File: config.mk
export PLATFORM = sky130hd
export DESIGN_NAME = shift_div_core
export DESIGN_NICKNAME = d
export VERILOG_FILES = /design/src/rtl/shift_div_core_pkg.sv /design/src/rtl/shift_div_core_shl1_pair.sv /design/src/rtl/shift_div_core.sv
export SDC_FILE = /design/constraint.sdc
export NUM_CORES = 1
export LEC_CHECK = 0
export ABC_AREA = 1
export BUFFER_PORTS_ARGS = -buffer_cell sky130_fd_sc_hd__buf_4
export CAP_MARGIN = 20
export CORE_ASPECT_RATIO = 0.8
export CORE_UTILIZATION = 45
export DETAILED_ROUTE_END_ITERATION = 12
export GPL_TIMING_DRIVEN = 0
export PLACE_DENSITY = 0.62
export SLEW_MARGIN = 20
export SYNTH_ARGS = -nofsm -noshare
export SYNTH_HDL_FRONTEND = slang
export SYNTH_HIERARCHICAL = 1
export SYNTH_SLANG_ARGS = --single-unit
File: constraint.sdc
create_clock -name clk -period 3.2 [get_ports clk]
set_input_delay 0.32 -clock clk [delete_from_list [all_inputs] [get_ports clk]]
set_output_delay 0.32 -clock clk [all_outputs]
set_load 0.02 [all_outputs]
File: src/rtl/shift_div_core_pkg.sv
// Shared state encoding and default sizing for the shift-based restoring divider.
package shift_div_core_pkg;

    localparam int DEF_WIDTH = 16;
    localparam int DEF_CNT_W = 5;

    typedef enum logic [1:0] {
        IDLE = 2'd0,
        RUN  = 2'd1,
        DONE = 2'd2
    } state_t;

endpackage

File: src/rtl/shift_div_core_shl1_pair.sv
// Combinational left shift by one of the {rem, quo} pair, zero into the LSB; zero latency.
// Passes the pair through unchanged when en is low; no flow control.
module shl1_pair
    import shift_div_core_pkg::*;
#(
    parameter int WIDTH = DEF_WIDTH
) (
    input  logic                 en,
    input  logic [2*WIDTH-1:0]   din,
    output logic [2*WIDTH-1:0]   dout
);

    assign dout = en ? {din[2*WIDTH-2:0], 1'b0} : din;

endmodule

File: src/rtl/shift_div_core.sv
// Unsigned restoring divider; done pulses WIDTH+1 cycles after start is accepted (1 for divide by zero).
// start is only sampled in IDLE and is ignored while busy; results hold until the next accepted start.
module shift_div_core
    import shift_div_core_pkg::*;
#(
    parameter int WIDTH = DEF_WIDTH,
    parameter int CNT_W = DEF_CNT_W
) (
    input  logic             clk,
    input  logic             rst_n,
    input  logic             start,
    input  logic [WIDTH-1:0] dividend,
    input  logic [WIDTH-1:0] divisor,
    output logic             busy,
    output logic             done,
    output logic             div_by_zero,
    output logic [WIDTH-1:0] quotient,
    output logic [WIDTH-1:0] remainder
);

    localparam logic [CNT_W-1:0] LAST_ITER = CNT_W'(WIDTH - 1);

    state_t             state;
    state_t             state_nxt;
    logic [WIDTH-1:0]   rem_r;
    logic [WIDTH-1:0]   quo_r;
    logic [WIDTH-1:0]   dvs_r;
    logic [CNT_W-1:0]   cnt_r;

    logic [2*WIDTH-1:0] pair_shifted;
    logic [WIDTH-1:0]   rem_sh;
    logic [WIDTH-1:0]   quo_sh;
    logic [WIDTH:0]     trial;
    logic [WIDTH-1:0]   rem_nxt;
    logic [WIDTH-1:0]   quo_nxt;

    shl1_pair #(.WIDTH(WIDTH)) u_shl1 (
        .en   (state == RUN),
        .din  ({rem_r, quo_r}),
        .dout (pair_shifted)
    );

    assign rem_sh = pair_shifted[2*WIDTH-1:WIDTH];
    assign quo_sh = pair_shifted[WIDTH-1:0];

    // The bit shifted out of rem is kept as the trial MSB so divisors above
    // 2^(WIDTH-1) cannot lose it; when it is set the subtraction never borrows.
    assign trial   = {rem_r[WIDTH-1], rem_sh} - {1'b0, dvs_r};
    assign rem_nxt = trial[WIDTH] ? rem_sh : trial[WIDTH-1:0];
    assign quo_nxt = quo_sh | {{(WIDTH-1){1'b0}}, ~trial[WIDTH]};

    assign busy = (state != IDLE);
    assign done = (state == DONE);

    always_ff @(posedge clk or negedge rst_n) begin
        if (!rst_n) begin
            state <= IDLE;
        end else begin
            state <= state_nxt;
        end
    end

    always_comb begin
        state_nxt = state;
        case (state)
            IDLE: begin
                if (start) begin
                    state_nxt = (divisor == '0) ? DONE : RUN;
                end
            end
            RUN: begin
                if (cnt_r == LAST_ITER) begin
                    state_nxt = DONE;
                end
            end
            DONE:    state_nxt = IDLE;
            default: state_nxt = IDLE;
        endcase
    end

    always_ff @(posedge clk or negedge rst_n) begin
        if (!rst_n) begin
            rem_r       <= '0;
            quo_r       <= '0;
            dvs_r       <= '0;
            cnt_r       <= '0;
            quotient    <= '0;
            remainder   <= '0;
            div_by_zero <= 1'b0;
        end else begin
            case (state)
                IDLE: begin
                    if (start) begin
                        quo_r <= dividend;
                        rem_r <= '0;
                        dvs_r <= divisor;
                        cnt_r <= '0;
                        if (divisor == '0) begin
                            div_by_zero <= 1'b1;
                            quotient    <= '1;
                            remainder   <= dividend;
                        end else begin
                            div_by_zero <= 1'b0;
                        end
                    end
                end
                RUN: begin
                    rem_r <= rem_nxt;
                    quo_r <= quo_nxt;
                    cnt_r <= cnt_r + 1'b1;
                    if (cnt_r == LAST_ITER) begin
                        quotient  <= quo_nxt;
                        remainder <= rem_nxt;
                    end
                end
                default: ;
            endcase
        end
    end

endmodule

==> flow_summary.ini, run 1 <==
[drt]
dr_wl_met3_mm = 1.143
route.vias.total = 5266
wl_met1_mm = 8.050
route.met2.wl_mm = 6.476
top_layer = met4
wl_per_cell_um = 15.30
wirelength_mm = 15.90
firstDrtPassIters = 5
final_antenna_net_count = 0
drtIter0Drc = 486
drc_errors = 0
viasPerCell = 5.068

[synthesis]
synthFlopType = dfrtp_1
ys_types = 40
synth_edf_count = 0
netlist_instances = 775
synth-seq-cells = 88
yosysTopAreaCell = dfrtp_1
synth.area.top_cells = dfrtp_1 (39%), nand2_1 (19%), inv_1 (5.7%), a21oi_1 (4.1%), ha_1 (4.0%)
synthesis.area_sq_mm = 0.005648
synth_nets = 829
yosys_warnings = 6
ys_seq_area_share_pct = 38.99
postSynth.asyncResetShare_pct = 100.0
avgSynthCellArea_sq_um = 7.288
yosys.area.top_type_share_pct = 38.99

[cells_and_area]
most-common-layout-cells = nand2_1 (283), dfrtp_1 (88), inv_1 (83)
fin_nets = 917
multi_input_area_sq_mm = 0.002878
syn_to_final_growth_pct = 20.69
layout_commonest_cell = nand2_1
fill_cells = 1185
diodes = 0
drive_above_1_share_pct = 22.00
ff_latch_area_sq_mm = 0.002202
fin_util_pct = 55.84

[sta]
fin_crit_ps = 2983
period_share_pct = 93.23
final_max_slew_viol_count = 0
maxSlewHeadroom_pct = 60.84
tightest_slew_ps = 587.4
skew_ps = 5.174
timing_hold_violations_final = 0
fmax_mhz = 335.2
finalSetupViolCount = 0
rsz0062_at_grt = no
finalSetupTns_ps = 0

[critical_path]
slowest_delay_ps = 410
worst_r2r_path_depth = 23
r2r_slack_ps = 220
cp_common_cell = nand2_4
worstPathRequired_ps = 3480
crit_arrival_ps = 3260
rr_endpoint = remainder[3]
end_kind = flip-flop
path_class = flip-flop to flip-flop
r2r_start = state[0]
cp_slowest_cell = fa_2
cp_top_family = simple AND/OR/NAND/NOR gates
path_max_fanout = 10
crit_chain = inv_2 -> nor2_4 -> buf_8 -> inv_8 -> buf_6 -> nand2_1 -> nand2_1 -> inv_2 -> ha_2 -> inv_2 -> fa_2 -> nand2_2 -> nand2_2 -> nand3_2 -> nand2_4 -> nand2_4 -> nand2_4 -> nand2_4 -> nand2_4 -> buf_6 -> nand2_1 -> nand3_2 -> a21oi_2
crit_buf_inv = 7
worstSetupStartpointType = flip-flop

[place]
port_buffers = 69
routabilityCongestion = 0.9247
hpwl_mm = 12.41

[global_routing]
grt_pass1_wl_mm = 25.66
overflow = 0
grt_use_total_pct = 25.98
antenna_found_initial = 0
grt_max_degree = 52
grt_pass1_vias = 4889

[clock_network]
cts-root-buf = clkbuf_16
insertion_delay_ps = 340
clock_sinks = 88
cts_tree = built
htreeDepth = 3
clk_pin_slew_worst_paths_ps = 70
cts_made_buffers = 9
cts_buffer_depth = 2

[worst_hold_path]
holdPathStages = 3
hp-start = divisor[15]
whs_endpoint = dvs_r[15]
worstHoldPathType = primary input to flip-flop

[die]
core_sq_mm = 0.01221
dieArea_sq_mm = 0.01301
boundaryPins = 70
rows = 36
start_util_pct = 46.27
dieWidth_um = 127.3
die_h_um = 102.2

[run_status]
status = complete, no violations

[job]
cap_violations = 0
-- stage by stage --
| step | hold slack, ps | setup WS (ps) | std cells | area [sq um] |
|---|---|---|---|---|
| 5_1_grt | 206.5 | 12.65 | 1039 | 6817 |
| 4_1_cts | 187.1 | 68.83 | 1035 | 6778 |
| 3_3_place_gp | 471.0 | -141.2 | 1015 | 6380 |
| 6_report | 189.6 | 216.6 | 1039 | 6817 |
| 3_5_place_dp | 329.8 | -188.8 | 1016 | 6407 |
| 2_1_floorplan | 24.41 | 334.6 | 775 | 5648 |
-- cell usage after synthesis (3+ instances only) --
| master | n |
|---|---|
| and2_1 | 3 |
| xnor2_1 | 6 |
| buf_4 | 3 |
| buf_1 | 4 |
| nor2_1 | 49 |
| inv_2 | 5 |
| a21oi_2 | 8 |
| dfrtp_1 | 88 |
| inv_1 | 86 |
| nand2_1 | 285 |
| clkbuf_1 | 12 |
| buf_2 | 6 |
| nand4_1 | 4 |
| o21ai_0 | 34 |
| a21oi_1 | 46 |
| nand3_1 | 29 |
| buf_6 | 5 |
| ha_1 | 18 |
| clkbuf_8 | 3 |
| nand2_4 | 4 |
| nand2_2 | 21 |
| nand3_2 | 14 |
| nand3b_1 | 6 |
| a31o_2 | 14 |
-- per-layer routing --
metal | up-vias | track usage, %
li1 | 2621 | -
met1 | 2448 | 39.67
met2 | 175 | 37.36
met3 | 22 | 5.288
met4 | 0 | 6.227
met5 | - | 0
-- final cells by class --
| type | count | share of cell area [%] |
|---|---|---|
| Buffer | 33 | 3.322 |
| Sequential cell | 88 | 32.31 |
| Tap cell | 171 | 3.139 |
| Multi-Input combinational cell | 561 | 42.22 |
| Clock buffer | 10 | 3.506 |
| Inverter | 92 | 5.176 |
| Clock inverter | 6 | 1.413 |
| Timing Repair Buffer | 78 | 8.921 |
-- how the worst max path moves through the flow --
stage / startpoint / end / slack (ps) / cells after the start
6_report: state[0] / remainder[3] / 220 / 23
4_1_cts: state[0] / remainder[8] / 70 / 24
3_3_place_gp: state[1] / remainder[3] / -140 / 23
5_1_grt: state[0] / remainder[3] / 10 / 23
3_5_place_dp: state[1] / remainder[2] / -190 / 22
2_1_floorplan: state[1] / remainder[10] / 330 / 23
-- cell families (layout without fill, tap and decap cells) --
logic type	count (synthesis)	after routing	synth area share (%)
buffers and inverters	126	219	10.32
AOI/OAI and AO/OA	111	111	11.76
xor gates and xnor gates	8	8	1.241
and+or+nand+nor	423	423	33.34
adders and majority gates	19	19	4.342
DFF	88	88	38.99
-- registers in the layout, summed over array words and instances (netlist names) --
| signal | flops |
|---|---|
| quo_r | 16 |
| rem_r | 16 |
| remainder | 16 |
| div_by_zero | 1 |
| dvs_r | 16 |
| cnt_r | 5 |
| state | 2 |
| quotient | 16 |
-- worst reg2reg max path: stages (launching register included) --
cell     delay (ps)
dfrtp_1         390
inv_2            70
nor2_4          140
buf_8           160
inv_8            50
buf_6           140
nand2_1          60
nand2_1          60
inv_2            60
ha_2            160
inv_2            60
fa_2            410
nand2_2          70
nand2_2          80
nand3_2         100
nand2_4          90
nand2_4         130
nand2_4          70
nand2_4         110
nand2_4          60
buf_6           140
nand2_1          70
nand3_2         100
a21oi_2         150
-- what timing repair did --
| item | CTS | global route |
|---|---|---|
| resized for setup | 3 | 7 |
| buffers inserted | 2 | 5 |
| pin swaps | 1 | 6 |
| setup endpoints to repair | 34 | 34 |
| hold buffers | 1 | 0 |
| cloned | 0 | 0 |
| hold endpoints to repair | 37 | 0 |
Power of run 1 is not shown: default switching activity piles up to over one toggle a cycle in this logic, so the estimate is an artifact.
==> run 2: changes to the inputs <==
--- a/config.mk
+++ b/config.mk
@@ -13,6 +13,7 @@
 export DETAILED_ROUTE_END_ITERATION = 12
 export GPL_TIMING_DRIVEN = 0
 export PLACE_DENSITY = 0.62
+export RECOVER_POWER = 50
 export SLEW_MARGIN = 20
 export SYNTH_ARGS = -nofsm -noshare
 export SYNTH_HDL_FRONTEND = slang
==> run 2 against run 1 <==
  * The run now ends with max-capacitance violations, max-slew violations left
  * Non-clock buffer count is the same
  * Sequential share of layout area increased by 0.62 points
  * First-iteration DRC count down 7.4%
==> flow_summary.ini, run 2 (synthesized netlist as in run 1, its figures left out) <==
[worst_hold_path]
whs_endpoint = dvs_r[15]
worstHoldPathType = primary input to flip-flop
hp-start = divisor[15]
holdPathStages = 3

[critical_path]
cp_slowest_cell = fa_2
path_max_fanout = 10
cp_common_cell = nand2_4
r2r_slack_ps = 230
end_kind = flip-flop
worstSetupStartpointType = flip-flop
crit_chain = inv_2 -> nor2_4 -> buf_8 -> inv_8 -> buf_6 -> nand2_1 -> nand2_1 -> inv_2 -> ha_2 -> inv_2 -> fa_2 -> nand2_2 -> nand2_2 -> nand3_2 -> nand2_4 -> nand2_4 -> nand2_4 -> nand2_4 -> nand2_4 -> buf_6 -> nand2_1 -> nand3_2 -> a21oi_2
crit_arrival_ps = 3250
path_class = flip-flop to flip-flop
worst_r2r_path_depth = 23
worstPathRequired_ps = 3470
slowest_delay_ps = 410
rr_endpoint = remainder[3]
r2r_start = state[0]

[clock_network]
cts_made_buffers = 9
cts_tree = built
clock_sinks = 88
insertion_delay_ps = 340
clk_pin_slew_worst_paths_ps = 70
cts-root-buf = clkbuf_16
htreeDepth = 3
cts_buffer_depth = 2

[drt]
firstDrtPassIters = 5
viasPerCell = 5.068
top_layer = met4
route.met2.wl_mm = 6.536
route.vias.total = 5266
drc_errors = 0
wirelength_mm = 15.91
dr_wl_met3_mm = 1.341
wl_per_cell_um = 15.31
final_antenna_net_count = 0
drtIter0Drc = 450
wl_met1_mm = 7.839

[place]
port_buffers = 69
hpwl_mm = 12.41
routabilityCongestion = 0.9247
place_ws_ps = -188.8

[job]
cap_violations = 1

[sta]
tightest_slew_ps = 2201
skew_ps = 6.123
fmax_mhz = 336.5
whs_ps = 189.6
final_max_slew_viol_count = 38
finalSetupViolCount = 0
setup_slack_ps = 228.2
maxSlewHeadroom_pct = -46.71
rsz0062_at_grt = no
finalSetupTns_ps = 0
timing_hold_violations_final = 0
period_share_pct = 92.87
fin_crit_ps = 2972

[cells_and_area]
fin_nets = 917
fin_util_pct = 54.80
layout_commonest_cell = nand2_1
diodes = 0
syn_to_final_growth_pct = 18.43
drive_above_1_share_pct = 18.09
most-common-layout-cells = nand2_1 (283), dfrtp_1 (88), inv_1 (83)

[run_status]
violations = max-capacitance violations, max-slew violations
status = finished, violations left

[die]
boundaryPins = 70
rows = 36
die_h_um = 102.2
start_util_pct = 46.27
dieWidth_um = 127.3
core_sq_mm = 0.01221
dieArea_sq_mm = 0.01301

[global_routing]
antenna_found_initial = 0
overflow = 0
grt_pass1_wl_mm = 25.66
grt_pass1_vias = 4889
grt_max_degree = 52
grt_use_total_pct = 25.98
run 2: cell types whose count changed in the layout (fill, tap and decap cells not counted):
cell	before	now
buf_4	78	44
clkbuf_1	12	46
run 2: timing repair:
item / 4_1_cts / 5_1_grt
hold endpoints to repair: 37 / 0
gates resized for setup: 3 / 7
pin swaps: 1 / 6
buffers inserted: 2 / 5
hold buffers: 1 / 0
endpoints found under the setup margin: 34 / 34
run 2: critical path, delay by kind of cell (launching register included):
kind                       cells  cell delay (ps)
buffers and inverters          7              670
adders and majority gates      2              570
DFF                            1              380
AOI/OAI and AO/OA              1              150
and+or+nand+nor               13             1120
run 2: final cells by class:
cell class / count / area (sq um)
inverters: 92 / 352.8
plain buffers: 33 / 226.5
clock buffers: 10 / 239.0
clock inverters: 6 / 96.34
repair buffers: 78 / 480.5
well taps: 171 / 214.0
flip-flops and latches: 88 / 2202
fillers: 1225 / 5518
multi-input cells: 561 / 2878
run 2: layer usage:
metal	global-route usage (%)	vias to the layer above
li1	-	2615
met1	39.67	2453
met2	37.36	181
met3	5.288	17
met4	6.227	0
met5	0	-
run 2: worst max path at each step:
stage / from / end / cells past startpoint
after floorplan: state[1] / remainder[10] / 23
after global placement: state[1] / remainder[3] / 23
after detailed placement: state[1] / remainder[2] / 22
after CTS: state[0] / remainder[8] / 24
after global routing: state[0] / remainder[3] / 23
final: state[0] / remainder[3] / 23
run 2: stage by stage:
step | instances | cell area, sq um
2_1_floorplan | 775 | 5648
3_3_place_gp | 1015 | 6380
3_5_place_dp | 1016 | 6407
4_1_cts | 1035 | 6778
5_1_grt | 1039 | 6689
6_report | 1039 | 6689
Power of run 2 is left out for the same reason.
